<file path="config.mk">
export PLATFORM = sky130hd
export DESIGN_NAME = dm_arbiter
export DESIGN_NICKNAME = d
export VERILOG_FILES = /design/src/rtl/dm_arb_defs_pkg.sv /design/src/rtl/rr_arb2.sv /design/src/rtl/dm_arbiter.sv
export SDC_FILE = /design/constraint.sdc
export NUM_CORES = 1
export LEC_CHECK = 0
export CAP_MARGIN = 20
export CORE_MARGIN = 2
export CORE_UTILIZATION = 40
export DETAILED_ROUTE_END_ITERATION = 12
export HOLD_SLACK_MARGIN = 0.08
export MAX_ROUTING_LAYER = met4
export PLACE_DENSITY = 0.91
export SLEW_MARGIN = 20
export SYNTH_ARGS = -nofsm -noshare
export SYNTH_HDL_FRONTEND = slang
export SYNTH_SLANG_ARGS = --single-unit
</file>
<file path="constraint.sdc">
create_clock -name clk -period 3.15 [get_ports clk]
set_clock_uncertainty 0.05 [all_clocks]
set_input_delay 0.63 -clock clk [delete_from_list [all_inputs] [get_ports clk]]
set_output_delay 0.63 -clock clk [all_outputs]
set_load 0.01 [all_outputs]
</file>
<file path="src/rtl/dm_arb_defs_pkg.sv">
// Shared definitions for the data-memory arbiter: FSM encoding, master ids, widths.
package dm_arb_defs;

    localparam int unsigned DM_ADDR_W = 8;
    localparam int unsigned DM_DATA_W = 32;

    // Access sequencing: every grant takes exactly IDLE -> ACCESS -> DONE.
    typedef enum logic [1:0] {
        ST_IDLE   = 2'd0,
        ST_ACCESS = 2'd1,
        ST_DONE   = 2'd2
    } state_t;

    // Master index values, as used for owner, grant and rr_ptr.
    localparam logic M0 = 1'b0;
    localparam logic M1 = 1'b1;

endpackage

</file>
<file path="src/rtl/rr_arb2.sv">
// Two-way round-robin pick (combinational).
//   req[1:0] : request vector, bit i = master i
//   rr_ptr   : master preferred when both request
//   grant_c  : index of the winning master
//   valid_c  : at least one request present
module rr_arb2
    import dm_arb_defs::*;
(
    input  logic [1:0] req,
    input  logic       rr_ptr,
    output logic       grant_c,
    output logic       valid_c
);

    always_comb begin
        valid_c = |req;
        grant_c = M0;
        unique case (req)
            2'b01:   grant_c = M0;
            2'b10:   grant_c = M1;
            2'b11:   grant_c = rr_ptr;
            default: grant_c = M0;
        endcase
    end

endmodule

</file>
<file path="src/rtl/dm_arbiter.sv">
// Shares the single-port data memory between master 0 (CPU) and master 1 (debug/DMA).
// One access per 3 cycles: IDLE (arbitrate + latch) -> ACCESS (strobe dm) -> DONE (ack).
//   clk, rst_n          : clock, async active-low reset
//   mN_req/we/addr/wdata: master N request and payload, held until mN_ack
//   mN_ack              : one-cycle completion pulse
//   mN_rdata            : read data, held until master N's next read completes
//   dm_*                : memory side; strobes high only during ACCESS
module dm_arbiter
    import dm_arb_defs::*;
#(
    parameter int unsigned ADDR_W = DM_ADDR_W,
    parameter int unsigned DATA_W = DM_DATA_W
) (
    input  logic              clk,
    input  logic              rst_n,
    input  logic              m0_req,
    input  logic              m0_we,
    input  logic [ADDR_W-1:0] m0_addr,
    input  logic [DATA_W-1:0] m0_wdata,
    output logic              m0_ack,
    output logic [DATA_W-1:0] m0_rdata,
    input  logic              m1_req,
    input  logic              m1_we,
    input  logic [ADDR_W-1:0] m1_addr,
    input  logic [DATA_W-1:0] m1_wdata,
    output logic              m1_ack,
    output logic [DATA_W-1:0] m1_rdata,
    output logic [ADDR_W-1:0] dm_addr,
    output logic [DATA_W-1:0] dm_data_in,
    output logic              dm_write_enable,
    output logic              dm_read_enable,
    input  logic [DATA_W-1:0] dm_data_out
);

    state_t              state_q, state_d;
    logic                owner_q, owner_d;
    logic                rr_ptr_q, rr_ptr_d;
    logic [ADDR_W-1:0]   addr_d;
    logic [DATA_W-1:0]   wdata_d;
    logic                we_en_d, re_en_d;
    logic                ack0_d, ack1_d;
    logic [DATA_W-1:0]   rdata0_d, rdata1_d;

    logic                grant_c;
    logic                valid_c;

    rr_arb2 u_rr_arb2 (
        .req     ({m1_req, m0_req}),
        .rr_ptr  (rr_ptr_q),
        .grant_c (grant_c),
        .valid_c (valid_c)
    );

    // State and all outputs are registered; the dm_addr/dm_data_in registers double
    // as the latched payload, so they keep their last value outside ACCESS.
    always_ff @(posedge clk or negedge rst_n) begin
        if (!rst_n) begin
            state_q         <= ST_IDLE;
            owner_q         <= M0;
            rr_ptr_q        <= M0;
            dm_addr         <= '0;
            dm_data_in      <= '0;
            dm_write_enable <= 1'b0;
            dm_read_enable  <= 1'b0;
            m0_ack          <= 1'b0;
            m1_ack          <= 1'b0;
            m0_rdata        <= '0;
            m1_rdata        <= '0;
        end else begin
            state_q         <= state_d;
            owner_q         <= owner_d;
            rr_ptr_q        <= rr_ptr_d;
            dm_addr         <= addr_d;
            dm_data_in      <= wdata_d;
            dm_write_enable <= we_en_d;
            dm_read_enable  <= re_en_d;
            m0_ack          <= ack0_d;
            m1_ack          <= ack1_d;
            m0_rdata        <= rdata0_d;
            m1_rdata        <= rdata1_d;
        end
    end

    // Next-state and next-output logic.
    always_comb begin
        state_d  = state_q;
        owner_d  = owner_q;
        rr_ptr_d = rr_ptr_q;
        addr_d   = dm_addr;
        wdata_d  = dm_data_in;
        we_en_d  = 1'b0;
        re_en_d  = 1'b0;
        ack0_d   = 1'b0;
        ack1_d   = 1'b0;
        rdata0_d = m0_rdata;
        rdata1_d = m1_rdata;

        unique case (state_q)
            ST_IDLE: begin
                if (valid_c) begin
                    owner_d  = grant_c;
                    rr_ptr_d = ~grant_c;
                    if (grant_c == M1) begin
                        addr_d  = m1_addr;
                        wdata_d = m1_wdata;
                        we_en_d = m1_we;
                        re_en_d = ~m1_we;
                    end else begin
                        addr_d  = m0_addr;
                        wdata_d = m0_wdata;
                        we_en_d = m0_we;
                        re_en_d = ~m0_we;
                    end
                    state_d = ST_ACCESS;
                end
            end
            ST_ACCESS: begin
                // Ack and read capture take effect together, so rdata is valid with ack.
                if (owner_q == M1) begin
                    ack1_d = 1'b1;
                    if (dm_read_enable) rdata1_d = dm_data_out;
                end else begin
                    ack0_d = 1'b1;
                    if (dm_read_enable) rdata0_d = dm_data_out;
                end
                state_d = ST_DONE;
            end
            ST_DONE: begin
                state_d = ST_IDLE;
            end
            default: begin
                state_d = ST_IDLE;
            end
        endcase
    end

endmodule

</file>
Yosys cells after proc, flatten, opt, wreduce, memory -nomap -nowiden
Index checks and enable logic that the tools add are counted.
{"block": "classes", "addsub": 0, "multipliers": 0, "div": 0, "n_lt_le_gt_ge": 0, "eq_ne": 4, "n_shift": 0, "n_mux": 15, "bitwise": 4, "n_reduce_logical": 5}
{"cell": "$mux 32", "count": 1}
{"cell": "$mux 1", "count": 10}
{"cell": "$mux 8", "count": 1}
{"cell": "$reduce_and 3->1", "count": 2}
{"cell": "$eq 2x2->1 const B", "count": 2}
{"cell": "$not 1->1", "count": 4}
{"cell": "$pmux 2 s2", "count": 1}
{"cell": "$eq 2x1->1 const B", "count": 1}
{"cell": "$logic_not 2->1", "count": 1}
{"cell": "$mux 2", "count": 1}
{"cell": "$ne 2x1->1 const B", "count": 1}
{"cell": "$pmux 1 s2", "count": 1}
{"cell": "$reduce_and 2->1", "count": 1}
{"cell": "$reduce_or 2->1", "count": 1}
{"block": "totals", "register_bits": 112, "latchBits": 0, "ramBits": 0, "rom_bits": 0, "in_bits": 118, "output_inout_bits": 108, "wordCells": 39, "n_memories": 0}

Depth between registers and ports, before layout
Gate-level depths: netlist (run 1).
{"block": "depth", "ltp_word": 5, "depth_mapped": 5, "ltp_nobuf": 3}

Cells and area by module
Synthesis (run 1) repeated with hierarchy kept, for this count alone.
{"block": "hier_totals", "hier_cells": 288, "area_unflattened_um2": 4867.2}
{"module": "dm_arbiter", "n_inst": 1, "cells_per_inst": 285, "area_per_inst_um2": 4849.7, "seq_area_each_um2": 2802.7}
{"module": "rr_arb2", "n_inst": 1, "cells_per_inst": 3, "area_per_inst_um2": 17.5, "seq_area_each_um2": 0.0}

Worst setup path before layout (run 1)
Ideal clock, no wire load.
{"block": "synth_path", "path_kind": "reg-to-reg", "startpoint": "reg owner_q", "endpoint": "reg m0_rdata[0]", "setup_time_ns": 0.125, "arrival_time_ns": 1.293, "required_time_ns": 2.975, "path_slack_ns": 1.682, "path_stages_with_launch": 6, "n_path_buf": 2, "synth_period_minus_slack_ns": 1.468, "cell_sequence": "dfrtp_1 > nor3b_2 > and2_4 > buf_6 > buf_12 > mux2_4"}
{"block": "synth_between", "elab_chain_len": 2}
{"item": "from (decl)", "line": "dm_arbiter.sv:36", "rtl": "logic owner_q, owner_d;"}
{"item": "from (signal assigned)", "line": "dm_arbiter.sv:71", "rtl": "owner_q <= owner_d;"}
{"item": "$not 1->1 (no source line)"}
{"item": "$reduce_and 3->1 (no source line)"}
{"item": "to (signal assigned)", "line": "dm_arbiter.sv:79", "rtl": "m0_rdata <= rdata0_d;"}
{"item": "to (decl)", "line": "dm_arbiter.sv:21", "rtl": "output logic [DATA_W-1:0] m0_rdata,"}
No other way between the ends.
A chain may end at the register's enable or synchronous reset.

Final worst setup path (run 1)
{"block": "layout_path", "startpoint": "reg dm_read_enable", "endpoint": "out dm_read_enable"}
{"item": "from (decl)", "line": "dm_arbiter.sv:31", "rtl": "output logic dm_read_enable,"}
{"item": "from (signal assigned)", "line": "dm_arbiter.sv:76", "rtl": "dm_read_enable <= re_en_d;"}
No word-level cell between the ends.

==> metrics.cfg, run 1 <==
[floorplan]
row_count = 39
start_util_pct = 41.46
core_area_um2 = 11560
die_width_um = 113.5
dieArea_um2 = 12880
num_io_pins = 226
die_height_um = 113.5

[placed_design]
numPortBuffers = 225
dpl_cell_area_um2 = 7098
gp_congestion = 0.7832
pre_cts_ws_ps = 797.3
dp_hpwl_um = 9470

[power_and_ir_drop]
power_density_nw_per_um2 = 938.2
ir_drop_v = 0.0004151
leakage_uw = 0.003348
total_power_uw = 6953

[detailed_routing]
dr.pass1.iters = 4
avgRoutedWirePerCell_um = 17.27
routed-via-count = 3830
routed_wl_um = 12860
drc = 0
vias_per_cell = 5.141
ant_nets = 0
drt_iter0_markers = 267

[synthesis]
synth.net_count = 499
synth_top_area_share_pct = 58.46
syn_avg_cell_area_um2 = 12.58
netlist-cell-type-count = 25
ys_warn_count = 0
synth_largest_area_cell = dfrtp_1
syn_area_um2 = 4795
ys_ff_latch = 112
syn_inst = 381
yosysSeqAreaShare_pct = 58.46
synthTopCellsByArea = dfrtp_1, mux2_4, mux2_2

[sta]
fin_setup_tns_ps = 0
fin_ws_ps = 1084
timing.final.crit_period_ps = 2066
worstMarginPinSlew_ps = 714.9
max_slew_margin_pct = 52.34
drv_slew = 0
setup_viol = 0
fmax_ghz = 0.4840
rsz0062_at_grt = false
fin_crit_sh_pct = 65.59
hold_viol = 0

[setup_path]
ff2ff_setup_slack_ps = 1330
critPathArrivalTime_ps = 1390
critPathMaxFanout = 3
r2r_start = owner_q
cpPeakStageDelay_ps = 620
cp-start-kind = register
worstPathCellList = clkdlybuf4s50_1
critPathBufInv = 1
crit_family = buffers and inverters
critPathLaunch = dm_read_enable
endpoint_kind = primary output
slowest_stage = clkdlybuf4s50_1
path_class = reg -> out
cp_data_required_time_ps = 2470

[final_layout]
design_area_um2 = 7411
fillCellCount = 832
diodes = 0
drive_gt1_share_pct = 14.95
synthToLayoutAreaGrowth_pct = 54.57
final_nets = 715

[clock_tree]
cts.sink_count = 112
cts_resized = 0
clk_pin_slew_ps = 80
cts_buffer_depth = 2
cts_buffers = 9
post_cts.repair.setup_buffers = 0
hold_buffers = 0
insertion_delay_ps = 350
h-tree-depth = 3
cts_root_buf = clkbuf_16
cts_tree = yes

[status]
status = complete, no violations

[global_route]
antenna_found_initial = 0
grt_overflow = 0
grt_pass1_vias = 4114
groute.usage.overall_pct = 20.71
grt_max_degree = 65
grt_pass1_wl_um = 20570

[worst_hold_path]
worstHoldPathType = in -> async

[flow_run]
max_cap_violations = 0

## registers in the layout (all words and copies together) (netlist names)
register	cells
rr_ptr_q	1
dm_read_enable	1
m1_ack	1
owner_q	1
dm_addr	8
state_q	2
dm_write_enable	1
m0_rdata	32
m1_rdata	32
m0_ack	1
dm_data_in	32
## final cells by class
class	instances	area, µm²	area share [%]
flip-flops and latches	112	2803	37.82
multi-input cells	165	1524	20.56
inverters	80	300.3	4.052
well taps	143	178.9	2.414
repair buffers	229	2292	30.93
clock inverters	6	73.82	0.9961
clock buffers	10	239.0	3.225
## cell usage in the layout (no fill, tap or decap), drive strengths merged, types with 2 or more instances in the layout
cell             n
mux2            64
o21ai           42
clkdlybuf4s50  224
nand3            3
dfrtp          112
nor2             3
o221ai          40
nand2            3
and2             2
buf              5
clkbuf          10
inv             83
## cell usage after synthesis
library cell / number
mux2_1: 2
buf_6: 4
mux2_4: 30
nand3_4: 1
a21boi_0: 1
nor2_1: 3
nor4_1: 1
inv_1: 80
o221ai_1: 40
o21ai_0: 42
nand2b_1: 1
buf_12: 3
buf_2: 1
o21a_1: 1
and2b_2: 1
clkbuf_1: 16
nand2_1: 3
and2_2: 1
and2_4: 1
nor3b_2: 1
or2_1: 1
dfrtp_1: 112
and3_1: 1
nand3_1: 2
mux2_2: 32
## cells by family (layout without fill, tap and decap cells)
kind of cell / after synthesis / in the layout / share of synthesized area, %
flops: 112 / 112 / 58.46
buf+inv: 104 / 325 / 9.812
simple gates: 17 / 17 / 2.349
mux: 64 / 64 / 17.38
compound gates: 84 / 84 / 12.00
## final timing paths
path / endpoint / cells past startpoint
max: dm_read_enable / 1
min: m1_rdata[12] / 1
max reg2reg: m0_rdata[3] / 3
min reg2reg: m1_rdata[9] / 1
max in group asynchronous: m0_rdata[10] / 2
min in group clk: m1_rdata[9] / 1
## report_power, final
group | internal, µW | total, µW | switching [µW]
combinational | 1950 | 3200 | 1250
clock | 652 | 1190 | 538
sequential | 2150 | 2560 | 418
## metal layers
metal	routed length [µm]	GRT usage (%)	vias to the layer above
met2	6230	35.01	207
met3	905	3.932	22
met5	0	-	-
li1	-	-	1722
met1	5481	25.08	1879
met4	246	7.073	0
## stage by stage
step | std cells | util [%] | hold slack, ps
floorplan | 381 | - | 284.4
global placement | 729 | 61.38 | 426.5
detailed placement | 729 | 61.38 | 435.1
CTS | 745 | 64.08 | 257.8
global route | 745 | 64.08 | 278.3
finish | 745 | 64.08 | 238.9
No activity file was read; power rests on OpenSTA's default activity.
==> run 2, diff against run 1 <==
--- a/config.mk
+++ b/config.mk
@@ -7,11 +7,11 @@
 export LEC_CHECK = 0
 export CAP_MARGIN = 20
 export CORE_MARGIN = 2
-export CORE_UTILIZATION = 40
+export CORE_UTILIZATION = 37
 export DETAILED_ROUTE_END_ITERATION = 12
 export HOLD_SLACK_MARGIN = 0.08
 export MAX_ROUTING_LAYER = met4
-export PLACE_DENSITY = 0.91
+export PLACE_DENSITY = 0.88
 export SLEW_MARGIN = 20
 export SYNTH_ARGS = -nofsm -noshare
 export SYNTH_HDL_FRONTEND = slang
==> constraint.sdc (replaced) <==
create_clock -name clk -period 1.8 [get_ports clk]
set_clock_uncertainty 0.05 [all_clocks]
set_input_delay 0.36 -clock clk [delete_from_list [all_inputs] [get_ports clk]]
set_output_delay 0.36 -clock clk [all_outputs]
set_load 0.01 [all_outputs]
==> run 2 against run 1 <==
Effect of this change:
- critical path type unchanged
- global-route usage down 0.77 points
- first-iteration DRC count up 9.4%
- highest routed layer unchanged
- via count up 0.70%
- core utilization down 3.8 points
- routed wire length up 3.2%
- count of clock-buffer cells in the layout unchanged
==> metrics.cfg, run 2 (same netlist as run 1, synthesis figures left out) <==
[final_layout]
drive_gt1_share_pct = 15.76
fillCellCount = 961
design_area_um2 = 7606
diodes = 0
reg.largest.list = dm_data_in: 32 flops, m0_rdata: 32 flops, m1_rdata: 32 flops
mostFrequentLayoutCells = clkdlybuf4s50_1, dfrtp_1, inv_1
final_nets = 722
layout_commonest_cell = clkdlybuf4s50_1
synthToLayoutAreaGrowth_pct = 58.64
final_util_pct = 60.27

[flow_run]
max_cap_violations = 0

[sta]
timing.final.crit_period_ps = 1726
rsz0062_at_grt = false
worstMarginPinSlew_ps = 486.3
fmax_ghz = 0.5793
fin_ws_ps = 73.80
setup_viol = 0
hold_viol = 0
max_slew_margin_pct = 67.58
drv_slew = 0
fin_setup_tns_ps = 0
fin_crit_sh_pct = 95.90

[placed_design]
numPortBuffers = 225
pre_cts_ws_ps = 67.71
dpl_cell_area_um2 = 7242
dp_hpwl_um = 9800
gp_congestion = 0.7715

[global_route]
grt_max_degree = 48
groute.usage.overall_pct = 19.94
antenna_found_initial = 0
grt_pass1_vias = 4198
grt_overflow = 0
grt_pass1_wl_um = 21600

[floorplan]
core_area_um2 = 12620
die_width_um = 117.8
die_height_um = 117.8
num_io_pins = 226
row_count = 41
start_util_pct = 37.99
dieArea_um2 = 13890

[clock_tree]
cts_buffers = 9
h-tree-depth = 3
insertion_delay_ps = 350
cts.sink_count = 112
cts_root_buf = clkbuf_16
clk_pin_slew_ps = 80
cts_buffer_depth = 2
cts_tree = yes

[power_and_ir_drop]
ir_drop_v = 0.0007482
leakage_uw = 0.003414
power_density_nw_per_um2 = 1651

[detailed_routing]
vias_per_cell = 4.939
routed-via-count = 3857
drc = 0
drt_iter0_markers = 292
ant_nets = 0
avgRoutedWirePerCell_um = 17.00
routed_wl_um = 13280
dr.pass1.iters = 4

[setup_path]
r2r_start = state_q[1]
critPathMaxFanout = 3
reg2regPathDepth = 3
timing.rr.end = m1_rdata[3]
slowest_stage = clkdlybuf4s50_1
cp_data_required_time_ps = 1390
endpoint_kind = primary output
ff2ff_setup_slack_ps = 80
path_class = reg -> out
cpPeakStageDelay_ps = 560
crit_family = buffers and inverters
worstPathCellList = clkdlybuf4s50_1
critPathArrivalTime_ps = 1320
cp-start-kind = register
critPathBufInv = 1

[worst_hold_path]
worstHoldPathType = in -> async

[status]
status = complete, no violations

## run 2: area by class of cell
| type | instances | area [µm²] | share of cell area [%] |
|---|---|---|---|
| sequential | 112 | 2804 | 36.86 |
| timing repair buffer | 236 | 2410 | 31.68 |
| multi-input combinational | 165 | 1524 | 20.04 |
| inverter | 80 | 300.3 | 3.948 |
| clock buffer | 10 | 239.0 | 3.142 |
| tap | 172 | 215.2 | 2.829 |
| clock inverter | 6 | 113.9 | 1.497 |
## run 2: worst max path at each step
stage / from / slack, ps / cells after the start / end
3_3_place_gp: m1_req / 150 / 5 / dm_data_in[1]
6_report: dm_read_enable / 70 / 1 / dm_read_enable
5_1_grt: state_q[1] / 10 / 3 / m1_rdata[3]
4_1_cts: dm_read_enable / 20 / 1 / dm_read_enable
3_5_place_dp: m1_req / 70 / 5 / dm_data_in[31]
2_1_floorplan: owner_q / 330 / 5 / m0_rdata[0]
## run 2: layer usage
metal  up-vias  global-route usage (%)  share of wire (%)
li1       1743                       -                  -
met4         0                   6.551                1.4
met3        19                   4.457                7.1
met2       211                   33.25                 51
met1      1884                   24.07                 41
met5         -                       -                  0
## run 2: worst register-to-register path, stage by stage (launching register included)
cell and delay [ps]:
dfrtp_1 420, and2b_2 270, nand3_4 380, mux2_1 490
## run 2: where the power goes
part,internal (µW),total [µW],leakage [µW],switching (µW)
Sequential,3760,4520,0.00136,758
Combinational,3490,5720,0.00189,2220
Clock,1400,2320,0.000165,916
## run 2: timing repair
item	CTS	global route
hold endpoints to repair	23	0
hold buffers	1	0
resized for setup	0	1
endpoints found under the setup margin	0	1
setup buffers	0	0
## run 2: through the flow
stage,total power (µW),cells,hold WS (ps)
after detailed placement,10280,764,241.7
after CTS,12650,781,416.3
final,12550,781,415.2
after floorplan,6923,381,14.41
after global placement,9995,764,236.3
after global routing,13220,781,448.8
